$ cat src/rtl/ghostbus_host_pkg.sv
// Shared types and constants for the ghostbus host initiator.
// Holds the FSM state encoding and the legal read-latency window.
package ghostbus_host_pkg;

    typedef enum logic [2:0] {
        ST_IDLE     = 3'd0,
        ST_WR       = 3'd1,
        ST_RD_ISSUE = 3'd2,
        ST_RD_WAIT  = 3'd3,
        ST_RSP      = 3'd4
    } state_t;

    localparam int unsigned RD_LAT_MIN = 1;
    localparam int unsigned RD_LAT_MAX = 4;
    localparam int unsigned LAT_CNT_W  = 2;

    function automatic bit rd_lat_legal(input int unsigned lat);
        return (lat >= RD_LAT_MIN) && (lat <= RD_LAT_MAX);
    endfunction

endpackage

$ cat src/rtl/ghostbus_host.sv
// Host-side ghostbus initiator: command stream in, single-cycle bus strobes out,
// read beats (optionally an incrementing burst) returned on a response stream.
module ghostbus_host
    import ghostbus_host_pkg::*;
#(
    parameter int unsigned AW     = 24,
    parameter int unsigned DW     = 32,
    parameter int unsigned RD_LAT = 2,
    parameter int unsigned LW     = 8
) (
    input  logic          clk,
    input  logic          rst,
    input  logic          cmd_valid,
    output logic          cmd_ready,
    input  logic          cmd_write,
    input  logic [AW-1:0] cmd_addr,
    input  logic [DW-1:0] cmd_wdata,
    input  logic [LW-1:0] cmd_len,
    output logic          rsp_valid,
    input  logic          rsp_ready,
    output logic [DW-1:0] rsp_data,
    output logic          rsp_last,
    output logic [AW-1:0] gb_addr,
    output logic [DW-1:0] gb_dout,
    output logic          gb_we,
    output logic          gb_re,
    input  logic [DW-1:0] gb_din,
    output logic          busy
);

    if (!rd_lat_legal(RD_LAT)) begin : g_rd_lat_check
        $error("ghostbus_host: RD_LAT must be within %0d..%0d", RD_LAT_MIN, RD_LAT_MAX);
    end

    // Counter value in the strobe cycle; gb_din is captured when it reaches zero.
    localparam logic [LAT_CNT_W-1:0] LAT_INIT = LAT_CNT_W'(RD_LAT - 1);

    state_t                 state_q, state_d;
    logic [AW-1:0]          addr_q, addr_d;
    logic [LW-1:0]          rem_q, rem_d;
    logic [LAT_CNT_W-1:0]   cnt_q, cnt_d;
    logic                   rsp_valid_d, rsp_last_d, gb_we_d, gb_re_d, busy_d;
    logic [DW-1:0]          rsp_data_d, gb_dout_d;
    logic [AW-1:0]          gb_addr_d;

    // Ready only when the FSM is idle and reset is not being applied.
    assign cmd_ready = ~busy & ~rst;

    always_ff @(posedge clk) begin
        if (rst) begin
            state_q   <= ST_IDLE;
            addr_q    <= '0;
            rem_q     <= '0;
            cnt_q     <= '0;
            rsp_valid <= 1'b0;
            rsp_data  <= '0;
            rsp_last  <= 1'b0;
            gb_addr   <= '0;
            gb_dout   <= '0;
            gb_we     <= 1'b0;
            gb_re     <= 1'b0;
            busy      <= 1'b0;
        end else begin
            state_q   <= state_d;
            addr_q    <= addr_d;
            rem_q     <= rem_d;
            cnt_q     <= cnt_d;
            rsp_valid <= rsp_valid_d;
            rsp_data  <= rsp_data_d;
            rsp_last  <= rsp_last_d;
            gb_addr   <= gb_addr_d;
            gb_dout   <= gb_dout_d;
            gb_we     <= gb_we_d;
            gb_re     <= gb_re_d;
            busy      <= busy_d;
        end
    end

    always_comb begin
        state_d     = state_q;
        addr_d      = addr_q;
        rem_d       = rem_q;
        cnt_d       = cnt_q;
        rsp_valid_d = rsp_valid;
        rsp_data_d  = rsp_data;
        rsp_last_d  = rsp_last;
        gb_addr_d   = gb_addr;
        gb_dout_d   = gb_dout;
        gb_we_d     = 1'b0;
        gb_re_d     = 1'b0;

        unique case (state_q)
            ST_IDLE: begin
                if (cmd_valid && cmd_ready) begin
                    addr_d    = cmd_addr;
                    rem_d     = cmd_len;
                    gb_addr_d = cmd_addr;
                    if (cmd_write) begin
                        gb_we_d   = 1'b1;
                        gb_dout_d = cmd_wdata;
                        state_d   = ST_WR;
                    end else begin
                        gb_re_d = 1'b1;
                        cnt_d   = LAT_INIT;
                        state_d = ST_RD_ISSUE;
                    end
                end
            end
            ST_WR: begin
                state_d = ST_IDLE;
            end
            // With RD_LAT=1 the data is captured at the end of the strobe cycle itself.
            ST_RD_ISSUE, ST_RD_WAIT: begin
                if (cnt_q == '0) begin
                    rsp_valid_d = 1'b1;
                    rsp_data_d  = gb_din;
                    rsp_last_d  = (rem_q == '0);
                    state_d     = ST_RSP;
                end else begin
                    cnt_d   = cnt_q - LAT_CNT_W'(1);
                    state_d = ST_RD_WAIT;
                end
            end
            ST_RSP: begin
                if (rsp_ready) begin
                    rsp_valid_d = 1'b0;
                    if (rsp_last) begin
                        state_d = ST_IDLE;
                    end else begin
                        addr_d    = addr_q + AW'(1);
                        rem_d     = rem_q - LW'(1);
                        gb_addr_d = addr_q + AW'(1);
                        gb_re_d   = 1'b1;
                        cnt_d     = LAT_INIT;
                        state_d   = ST_RD_ISSUE;
                    end
                end
            end
            default: begin
                state_d = ST_IDLE;
            end
        endcase

        busy_d = (state_d != ST_IDLE);
    end

endmodule

$ cat config.mk
export PLATFORM = sky130hd
export DESIGN_NAME = ghostbus_host
export DESIGN_NICKNAME = d
export VERILOG_FILES = /design/src/rtl/ghostbus_host_pkg.sv /design/src/rtl/ghostbus_host.sv
export SDC_FILE = /design/constraint.sdc
export NUM_CORES = 1
export LEC_CHECK = 0
export BUFFER_PORTS_ARGS = -buffer_cell sky130_fd_sc_hd__buf_2
export CORE_MARGIN = 2
export CORE_UTILIZATION = 41
export DETAILED_ROUTE_END_ITERATION = 8
export GPL_TIMING_DRIVEN = 0
export HOLD_SLACK_MARGIN = 0.15
export PLACE_DENSITY = 0.7
export SETUP_SLACK_MARGIN = 0.5
export SYNTH_ARGS = -nofsm -noshare
export SYNTH_HDL_FRONTEND = slang
export SYNTH_SLANG_ARGS = --single-unit
$ cat constraint.sdc
create_clock -name clk -period 2 [get_ports clk]
set_input_delay 0.1 -clock clk [delete_from_list [all_inputs] [get_ports clk]]
set_output_delay 0.1 -clock clk [all_outputs]
set_load 0.01 [all_outputs]
==> flow_summary_export.csv <==
group,metric,value,unit
power_and_ir_drop,power_switching,1.455,mW
critical_path,cp-end-kind,"flop",
global_route,antenna_found_initial,0,
power_and_ir_drop,switching_share,0.2648,
power_and_ir_drop,power.total,5.495,mW
detailed_routing,antenna_left,0,
critical_path,path_cells,"ha_4 -> nand3_4 -> nor4_4 -> o21ai_1 -> a32oi_1 -> a21oi_1",
global_route,grt_first_pass_wirelength,27.91,mm
critical_path,worstSetupStartpointType,"flop",
final_layout,syn_to_final_growth,81.65,%
floorplanning,rows,38,
sta,skew,0.006283,ns
sta,finalHoldViolations,0,
synthesis,synth-seq-cells,106,
global_route,grt_pass1_vias,5903,
final_layout,fin_nets,1063,
synthesis,syn-cell-area,4637,sq um
power_and_ir_drop,p_per_area,652.4,nW/um^2
final_layout,stdcell_area,8423,sq um
synthesis,synth_nets,704,
clocking,cts_num_sinks,106,
final_layout,multi_input_area,2816,sq um
detailed_routing,wl,19.80,mm
critical_path,crit_type,"reg2reg",
power_and_ir_drop,p_int,4.040,mW
synthesis,yosys.area.top_type,"dfxtp_1",
sta,maxSlewViolCount,0,
detailed_routing,drtIter0Drc,522,
global_route,gr-total-overflow,0,
final_layout,fillers,723,
final_layout,drive_above_1_share,0.4268,
detailed_routing,viasPerCell,5.503,
synthesis,seq_area_frac_synth,0.4576,
clocking,cts_buffers,9,
power_and_ir_drop,clockPowerShare,0.378,
power_and_ir_drop,ir_drop,522.4,uV
place,io_buffers,194,
floorplanning,die_w,110.3,um
floorplanning,fp.dieH,110.3,um
floorplanning,ios,195,
synthesis,synth.top_cell.area_share,0.4576,
synthesis,postSynthAreaPerCell,7.741,sq um
sta,post-route-min-period,1.766,ns
detailed_routing,vias,6070,
place,placed_area,5842,sq um
clocking,htree_levels,3,
detailed_routing,drt_first_pass_iters,5,
place,globalplace.congestion,0.9000,
global_route,grt_max_degree,17,
synthesis,synthCells,599,
floorplanning,die_area,12180,sq um
sta,slew-limit-headroom,0.5655,
critical_path,cp_data_arrival_time,1.98,ns
hold_path,hold_class,"in2reg",
final_layout,antenna_cells,0,
detailed_routing,wl_per_cell,17.95,um
synthesis,ys_types,52,
final_layout,regArea,2171,sq um
clocking,clkLatencyLatePin,0.35,ns
synthesis,synth_area_leaders,"dfxtp_1 (46%), nand2_1 (14%), a21oi_1 (9.1%)",
sta,fmax,566.3,MHz
critical_path,max_stage_delay,0.49,ns
run,cap_violations,0,
place,dpl.hpwl,11.06,mm
critical_path,worst_path_max_delay_cell,"nor4_4",
floorplanning,core,10940,sq um
power_and_ir_drop,p_leak,3.783,nW
critical_path,required,2.21,ns
detailed_routing,drc,0,
clocking,cts_root_buffer,"clkbuf_16",
sta,rsz0062_at_grt,"true",
clocking,cts_tree,"done",
global_route,grt_usage,0.2949,
critical_path,crit_fanout,5,
synthesis,ys_warn_count,0,
sta,fin_setup_tns,0,ns
run_status,status,"finished, final reports clean",
power_and_ir_drop,power_frac_comb,0.202,
power_and_ir_drop,p_seq_frac,0.420,
floorplanning,start_util,0.4240,
sta,setup_viol,0,
final_layout,mostFrequentLayoutCells,"buf_2 (198), nand2_1 (148), dlygate4sd3_1 (93)",
sta,post-route-period-util,0.8829,
clocking,path_clk_slew,0.07,ns
sta,worst_pin_slew,0.6517,ns
clocking,clockBufferDepth,2,
final_layout,mostFrequentLayoutCell,"buf_2",
==> power by group through the flow <==
stage / registers (mW) / logic [mW] / clock network [mW]
after floorplan: 2.37 / 0.332 / 0
after global placement: 2.34 / 0.643 / 0
after detailed placement: 2.35 / 0.656 / 0
final: 2.31 / 1.11 / 2.08
after CTS: 2.30 / 0.936 / 2.08
after global routing: 2.32 / 1.18 / 2.19
==> metal layers <==
| layer | GRT usage | up-vias | wire length, um |
|---|---|---|---|
| li1 | - | 2802 | - |
| met1 | 0.3330 | 2796 | 7234 |
| met2 | 0.5053 | 376 | 9936 |
| met3 | 0.07525 | 96 | 1670 |
| met4 | 0.1652 | 0 | 962 |
| met5 | 0 | - | 0 |
==> through the flow <==
| step | cells | util | setup slack, ns | hold WS (ns) |
|---|---|---|---|---|
| floorplan | 599 | - | 0.4852 | 0.1914 |
| global placement | 933 | 0.5342 | -0.07776 | 0.3221 |
| detailed placement | 933 | 0.5342 | -0.05312 | 0.3223 |
| CTS | 1076 | 0.7114 | 0.3419 | 0.1517 |
| global route | 1103 | 0.7703 | 0.2536 | 0.1755 |
| finish | 1103 | 0.7703 | 0.2343 | 0.1548 |
==> Yosys cell counts (all sizes together) <==
cell,number
a211oi,2
a21o,2
a21oi,84
a22o,5
a22oi,6
a2bb2oi,7
a311oi,3
a31oi,6
a32o,4
a32oi,3
a41oi,1
and2,7
and3,4
buf,16
clkbuf,23
clkinv,1
dfxtp,106
ha,4
inv,8
mux2,1
mux2i,8
nand2,168
nand2b,3
nand3,12
nand4,10
nor2,37
nor2b,1
nor3,13
nor3b,3
nor4,8
nor4b,1
o211a,1
o211ai,1
o21ai,28
o22ai,2
o311ai,1
o41ai,1
or2,2
or3,4
or3b,1
or4,1
==> cell families after synthesis <==
logic type	after synthesis	share of synthesized area
buf+inv	48	0.04398
flops	106	0.4576
fa+ha+maj	4	0.01079
mux	9	0.01970
compound gates	157	0.2024
simple gates	275	0.2655
==> final timing paths <==
path,to,slack (ns),cells past startpoint,start
worst max-delay path,addr_q[16]$_SDFFE_PP0P_,0.23,6,addr_q[1]$_SDFFE_PP0P_
worst max register to register,addr_q[16]$_SDFFE_PP0P_,0.23,6,addr_q[1]$_SDFFE_PP0P_
worst min register to register,rsp_data[21]$_SDFFE_PP0N_,0.45,2,rsp_data[21]$_SDFFE_PP0N_
worst min-delay path,rem_q[4]$_SDFFE_PP0P_,0.15,4,cmd_len[4]
==> state kept, by name (all words and copies together), names as in the netlist, 2 cells and up <==
register and flops:
gb_dout 32, rsp_data 32, addr_q 24, rem_q 8, state_q 3, cnt_q 2
==> cell type report <==
| class | count | area share |
|---|---|---|
| clock inverters | 4 | 0.01173 |
| flip-flops and latches | 106 | 0.2577 |
| well taps | 140 | 0.02080 |
| inverters | 9 | 0.004308 |
| multi-input cells | 445 | 0.3344 |
| plain buffers | 39 | 0.04605 |
| repair buffers | 348 | 0.2958 |
| clock buffers | 12 | 0.02926 |
==> repair_timing <==
action / in CTS / in global routing
resized for setup: 103 / 124
setup buffers: 28 / 25
gates cloned: 6 / 2
setup endpoints to repair: 98 / 95
hold buffers: 93 / 0
endpoints found under the hold margin: 94 / 0
pin swaps: 28 / 66
==> worst max-delay path, delay by kind of cell, from the launching register on <==
family,cells,cell delay (ns)
AND/OR/NAND/NOR,2,0.62
flip-flops,1,0.37
AO/OA/AOI/OAI,3,0.48
adder cells (fa/ha/maj),1,0.15
(Power assumes the default switching activity.)
